--- src/rtl/register_bank.sv ---
// Sixteen-entry architectural register file with a per-register write-pending scoreboard.
// Optional macro REGBANK_BYPASS_EN forwards the write-back value to rN and busy in the same cycle.
module register_bank #(
  parameter int WIDTH = 16,
  parameter int NREGS = 16
) (
  input  logic             clk,
  input  logic             reset,
  input  logic             wr_en,
  input  logic [3:0]       wr_addr,
  input  logic [WIDTH-1:0] wr_data,
  input  logic             claim_en,
  input  logic [3:0]       claim_addr,
  output logic [WIDTH-1:0] r0,
  output logic [WIDTH-1:0] r1,
  output logic [WIDTH-1:0] r2,
  output logic [WIDTH-1:0] r3,
  output logic [WIDTH-1:0] r4,
  output logic [WIDTH-1:0] r5,
  output logic [WIDTH-1:0] r6,
  output logic [WIDTH-1:0] r7,
  output logic [WIDTH-1:0] r8,
  output logic [WIDTH-1:0] r9,
  output logic [WIDTH-1:0] r10,
  output logic [WIDTH-1:0] r11,
  output logic [WIDTH-1:0] r12,
  output logic [WIDTH-1:0] r13,
  output logic [WIDTH-1:0] r14,
  output logic [WIDTH-1:0] r15,
  output logic [NREGS-1:0] busy,
  output logic             wr_ack
);

  // Strobe semantics: wr_en and claim_en are valid-only strobes with no ready;
  // every strobe sampled on a rising edge is accepted, there is no back-pressure.

  logic [WIDTH-1:0] regs [NREGS];
  logic [WIDTH-1:0] rd   [NREGS];
  logic [NREGS-1:0] wr_hit;
  logic [NREGS-1:0] claim_hit;
  logic [NREGS-1:0] busy_q;

  always_comb begin
    wr_hit    = '0;
    claim_hit = '0;
    if (wr_en)    wr_hit[wr_addr]       = 1'b1;
    if (claim_en) claim_hit[claim_addr] = 1'b1;
  end

  always_ff @(posedge clk or posedge reset) begin
    if (reset) begin
      for (int i = 0; i < NREGS; i++) regs[i] <= '0;
    end else begin
      for (int i = 0; i < NREGS; i++) begin
        if (wr_hit[i]) regs[i] <= wr_data;
      end
    end
  end

  // A new claim landing on the same cycle as the retiring write wins.
  always_ff @(posedge clk or posedge reset) begin
    if (reset) begin
      busy_q <= '0;
      wr_ack <= 1'b0;
    end else begin
      busy_q <= (busy_q & ~wr_hit) | claim_hit;
      wr_ack <= wr_en;
    end
  end

`ifdef REGBANK_BYPASS_EN
  always_comb begin
    for (int i = 0; i < NREGS; i++) begin
      rd[i] = wr_hit[i] ? wr_data : regs[i];
    end
    busy = busy_q & ~(wr_hit & ~claim_hit);
  end
`else
  always_comb begin
    for (int i = 0; i < NREGS; i++) begin
      rd[i] = regs[i];
    end
    busy = busy_q;
  end
`endif

  assign r0  = rd[0];
  assign r1  = rd[1];
  assign r2  = rd[2];
  assign r3  = rd[3];
  assign r4  = rd[4];
  assign r5  = rd[5];
  assign r6  = rd[6];
  assign r7  = rd[7];
  assign r8  = rd[8];
  assign r9  = rd[9];
  assign r10 = rd[10];
  assign r11 = rd[11];
  assign r12 = rd[12];
  assign r13 = rd[13];
  assign r14 = rd[14];
  assign r15 = rd[15];

endmodule

--- config.mk ---
export PLATFORM = sky130hd
export DESIGN_NAME = register_bank
export DESIGN_NICKNAME = d
export VERILOG_FILES = /design/src/rtl/register_bank.sv
export SDC_FILE = /design/constraint.sdc
export NUM_CORES = 1
export LEC_CHECK = 0
export CORE_MARGIN = 4
export CORE_UTILIZATION = 30
export CTS_BUF_LIST = sky130_fd_sc_hd__clkbuf_8 sky130_fd_sc_hd__clkbuf_16
export DETAILED_ROUTE_END_ITERATION = 12
export HOLD_SLACK_MARGIN = 0.15
export SLEW_MARGIN = 20
export SYNTH_ARGS = -nofsm -noshare
export SYNTH_HDL_FRONTEND = slang
export SYNTH_SLANG_ARGS = --single-unit
--- constraint.sdc ---
create_clock -name clk -period 13.7 [get_ports clk]
set_clock_uncertainty 0.15 [all_clocks]
set_input_delay 4.11 -clock clk [delete_from_list [all_inputs] [get_ports clk]]
set_output_delay 4.11 -clock clk [all_outputs]
set_load 0.1 [all_outputs]
==> impl_metrics.toml, run 1 <==
[floorplan]
initial_utilization_pct = 30.3
placement_rows = 68
die_w_um = 195
design.core.area_mm2 = 0.0345
die_h_um = 195
die-area_mm2 = 0.0379
design.portCount = 301

[finish]
filler_cell_count = 3205
ff_latch_area_mm2 = 0.00683
postLayoutCoreUtil_pct = 43.2
multiInputGateArea_mm2 = 0.00335
finalNetCount = 961
final-instance-count-excl-fill = 1414
final_layout_size_suffix_gt1_share_pct = 33.2
area.growth.synth_to_final_pct = 42.4

[worst_setup_path]
crit_required_ns = 9.44
setup.worst_path.start_class = "flop"
critPathSlowestCell = "clkdlybuf4s50_1"
critical-path-top-delay-family = "buffers and inverters"
worstReg2RegEnd = "r12[15]"
crit_chain = "clkdlybuf4s50_1"
reg2reg_setup_slack_ns = 12.76
critical_path_fanouts_max = 2
kind_of_end_point_of_the_critical_path = "output port"
worst_path_largest_cell_delay_ns = 1.20
worst_r2r_startpoint = "r12[15]"
rr_worst_depth = 1
critical_path_arrival_ns = 2.13
path_class = "reg -> out"
worstPathBufferInverterCount = 1

[global_route]
globalRouteMet1Util_pct = 19.9
grt_most_used_layer = "met2"
grt_start_max_net_pins = 103
grt_first_pass_wirelength_um = 46100
grt-ovfl-total = 0
grt_use_met3_pct = 4.84
grt_use_total_pct = 15.8
antenna_found_initial = 4
groute.layer.met2.usage_pct = 26.1
first_global_vias = 6948

[placed_design]
dp_hpwl_um = 21500
placed_cells = 1355
io_buffers = 300
routabilityCongestion = 0.725

[synthesis]
synth_area_leaders = "dfrtp_1 65%, mux2_2 24%, mux2_4 2.6%, mux2_1 1.5%, buf_2 0.81%"
synth_enable_flop_cells = 0
ys_seq_elements = 273
postSynthCellCount = 634
post-synth-top-area-cell = "dfrtp_1"
yosys.cell_types.count = 31
asyncSetResetFlopFracSynth_pct = 100
synthesis.yosys.warnings = 0
synthDominantCellAreaShare_pct = 65.3
synth_sequential_area_ratio_pct = 65.3
avgSynthCellArea_um2 = 16.5
syn_nets = 662
ys_dominant_reg_cell = "dfrtp_1"
netlist_area_mm2 = 0.0105

[timing]
rsz0062_at_grt = "no"
maxSlewViolCount = 0
finalHoldViolCount = 0
final_min_period_over_clock_period_pct = 46.6
max-slew-margin-rel_pct = 26.9
pin_slew_with_the_least_headroom_to_its_limit_ns = 1.09
final_setup_violation_count = 0
min_period_ns = 6.39
fmax_mhz = 157
totalNegativeSetupSlack_ns = 0

[hold_path]
min-delay-path-class = "reg -> reg"
hold_path_end = "r12[2]"
hold_path.startpoint = "r12[2]"
holdPathStages = 1

[clock_tree]
cts_resized = 0
numClockSinks = 273
cts-root-to-sink-buffers = 3
ctsRootBufferMaster = "clkbuf_16"
post-cts-setup-buffers = 0
tritoncts = "built"
post_cts_hold_buffer_count = 0
clk_pin_slew_ns = 0.06
cts_made_buffers = 31
ctsHtreeMaxLevel = 1
worst_skew_pair.late_latency_ns = 0.55

[detailed_routing]
drt_pre_antenna_iters = 4
drt-vias-per-instance = 4.57
routed-via-count = 6465
wirelength_um = 30800
ant_nets = 0
detail_route.drc_violations = 0
routed_wire_length_per_instance_um = 21.7
drtIter0Drc = 168

[flow_run]
cap_violations = 0

[run_status]
run_status = "complete, no violations"
==> cell usage after synthesis, types with 3 or more instances <==
cell           count
dfrtp_1          273
mux2_2           224
mux2_4            18
buf_2             17
o21ai_0           15
mux2_1            14
dlygate4sd1_1      8
nor2_2             8
clkbuf_1           7
nand2_1            6
nand2b_1           6
nand3b_1           4
nor2_1             4
buf_6              3
or3_1              3
==> cells by family after synthesis <==
kind of cell | after synthesis | share of synthesized area [%]
DFF | 273 | 65.3
buffers and inverters | 42 | 2.75
AOI/OAI and AO/OA | 22 | 1.29
and+or+nand+nor | 41 | 2.41
muxes | 256 | 28.2
==> registers in the layout (all words and copies together) (netlist names) <==
signal / cells
r0: 16
r2: 16
r15: 16
r3: 16
r10: 16
r9: 16
busy: 16
r14: 16
r6: 16
wr_ack: 1
r5: 16
r4: 16
r7: 16
r1: 16
r8: 16
r13: 16
r12: 16
r11: 16
==> metrics by stage <==
step,setup slack [ns],area (µm²),hold WS [ns]
2_1_floorplan,1.92,10500,0.826
3_3_place_gp,6.74,13800,0.311
3_5_place_dp,6.77,13800,0.325
4_1_cts,7.28,14900,0.339
5_1_grt,7.01,14900,0.357
6_report,7.31,14900,0.336
==> layout by cell type, fill, tap and decap left out, types with 5 or more instances in the layout <==
cell,instances
mux2_1,14
clkdlybuf4s50_1,300
clkbuf_16,31
buf_4,6
nor2_2,7
dfrtp_1,273
nand2_1,6
mux2_2,224
clkbuf_8,11
nand2b_1,6
mux2_4,18
o21ai_0,15
clkinvlp_4,5
==> layout make-up <==
| class | count | share of cell area (%) |
|---|---|---|
| Sequential cell | 273 | 45.9 |
| Timing Repair Buffer | 306 | 20.5 |
| Inverter | 2 | 0.101 |
| Clock inverter | 15 | 0.925 |
| Clock buffer | 42 | 6.23 |
| Multi-Input combinational cell | 319 | 22.5 |
| Antenna cell | 2 | 0.0336 |
| Tap cell | 455 | 3.82 |
==> worst max path at each step <==
stage | from | to | depth (start not counted)
final | busy[9] | busy[9] | 1
after global routing | reset | r6[4] | 4
after CTS | busy[9] | busy[9] | 1
after detailed placement | reset | r5[4] | 4
after global placement | reset | r5[4] | 4
after floorplan | reset | busy[0] | 1
==> layer usage <==
layer	routed length, µm	vias to the layer above
met1	12800	3375
met2	14800	200
met4	939	4
met3	2230	52
li1	-	2834
met5	30	-
Power of run 1 is left out: the tool's default activity adds up to more than one toggle a clock period on the data nets, which glitch-free logic cannot reach.
==> inputs of run 2 (changes only) <==
==> constraint.sdc (replaced) <==
create_clock -name clk -period 5.2 [get_ports clk]
set_clock_uncertainty 0.15 [all_clocks]
set_input_delay 1.56 -clock clk [delete_from_list [all_inputs] [get_ports clk]]
set_output_delay 1.56 -clock clk [all_outputs]
set_load 0.1 [all_outputs]
==> run 2 against run 1 <==
  * Global-route usage is 0.22 points higher
  * Critical path depth stayed put
  * Flip-flop and latch count unchanged
  * Sequential share of layout area is 0.069 points higher
  * Worst setup slack got worse by 6.0 ns
  * Cell count up 0.21%
  * Count of clock-buffer cells in the layout shrank 7
  * Register-to-register slack got worse by 8.5 ns
  * Die area did not move
  * First-iteration DRC count increased by 34%
  * Design area shrank 0.15%
  * Critical endpoint is now busy[15]
==> impl_metrics.toml, run 2 (synthesis gave the netlist of run 1 again) <==
[floorplan]
placement_rows = 68
die_w_um = 195
design.core.area_mm2 = 0.0345
die_h_um = 195
initial_utilization_pct = 30.3
die-area_mm2 = 0.0379
design.portCount = 301

[clock_tree]
ctsRootBufferMaster = "clkbuf_16"
post_cts_hold_buffer_count = 0
cts-root-to-sink-buffers = 3
ctsHtreeMaxLevel = 1
tritoncts = "built"
worst_skew_pair.late_latency_ns = 0.55
clk_pin_slew_ns = 0.06
cts_resized = 0
cts_made_buffers = 31
post-cts-setup-buffers = 0
numClockSinks = 273

[finish]
finalNetCount = 970
layout_common_cells = "300 x clkdlybuf4s50_1, 273 x dfrtp_1, 224 x mux2_2, 31 x clkbuf_16, 18 x mux2_4"
area.growth.synth_to_final_pct = 42.2
layout.cells.most_common = "clkdlybuf4s50_1"
final-instance-count-excl-fill = 1417
ff_latch_area_mm2 = 0.00683
final_std_cell_area_no_fill_mm2 = 0.0149
final_layout_size_suffix_gt1_share_pct = 32.7
filler_cell_count = 3191
multiInputGateArea_mm2 = 0.00334

[worst_setup_path]
critical_path_fanouts_max = 2
path_class = "reg -> out"
critPathSlowestCell = "clkdlybuf4s50_1"
crit_required_ns = 3.49
worst_path_largest_cell_delay_ns = 1.22
crit_chain = "clkdlybuf4s50_1"
kind_of_end_point_of_the_critical_path = "output port"
setup.worst_path.start_class = "flop"
critical-path-top-delay-family = "buffers and inverters"
critical_path_arrival_ns = 2.16
worstPathBufferInverterCount = 1

[detailed_routing]
ant_nets = 0
routed-via-count = 6457
drt_pre_antenna_iters = 4
routed_wire_length_per_instance_um = 22.1
drtIter0Drc = 225
detail_route.drc_violations = 0
drt-vias-per-instance = 4.56
wirelength_um = 31300

[global_route]
grt_start_max_net_pins = 106
first_global_vias = 6887
grt-ovfl-total = 0
antenna_found_initial = 4
grt_use_total_pct = 16.0
grt_first_pass_wirelength_um = 46600

[timing]
pin_slew_with_the_least_headroom_to_its_limit_ns = 1.12
hold-worst-slack_ns = 0.323
final_setup_violation_count = 0
maxSlewViolCount = 0
min_period_ns = 3.87
rsz0062_at_grt = "no"
totalNegativeSetupSlack_ns = 0
final_min_period_over_clock_period_pct = 74.5
finalHoldViolCount = 0
fmax_mhz = 258
max-slew-margin-rel_pct = 25.2

[placed_design]
routabilityCongestion = 0.731
detailed_place.area_mm2 = 0.0139
dp_hpwl_um = 21800
io_buffers = 300
placed_cells = 1364

[flow_run]
cap_violations = 0

[run_status]
run_status = "complete, no violations"

[hold_path]
min-delay-path-class = "reg -> reg"
[run 2: cell count changes in the layout (fill, tap and decap cells not counted), moves of 3 or more]
cell        before  now
inv_1            4    9
clkbuf_8        11    4
buf_12           0    3
buf_4            6   12
clkinvlp_4       5    2
[run 2: per-stage QoR]
stage | setup slack, ns | utilization [%]
2_1_floorplan | -0.119 | -
3_3_place_gp | 1.28 | 40.4
3_5_place_dp | 1.23 | 40.4
4_1_cts | 1.28 | 43.1
5_1_grt | 1.26 | 43.1
6_report | 1.33 | 43.1
[run 2: worst paths after layout]
path,start,slack (ns),cells after the start,end
worst max-delay path,busy[15],1.33,1,busy[15]
worst min-delay path,busy[2],0.32,1,busy[2]
worst max register to register,r2[2],4.23,1,r2[2]
worst min register to register,busy[2],0.32,1,busy[2]
max in group asynchronous,reset,2.75,3,r13[11]
min in group asynchronous,reset,1.20,2,r8[14]
[run 2: cell type report]
cell class                 count  share of cell area [%]
timing repair buffer         315                    21.2
clock buffer                  35                    5.59
multi-input combinational    319                    22.5
sequential                   273                    46.0
inverter                       2                  0.0758
tap                          455                    3.83
antenna                        4                  0.0673
clock inverter                14                   0.783
[run 2: routing by layer]
layer | routed length (µm) | vias up | GRT usage [%]
li1 | - | 2858 | -
met1 | 13500 | 3369 | 20.7
met2 | 15000 | 189 | 26.4
met3 | 2080 | 39 | 4.96
met4 | 800 | 2 | 3.98
met5 | 11 | - | 0
Power of run 2 is left out for the same reason.
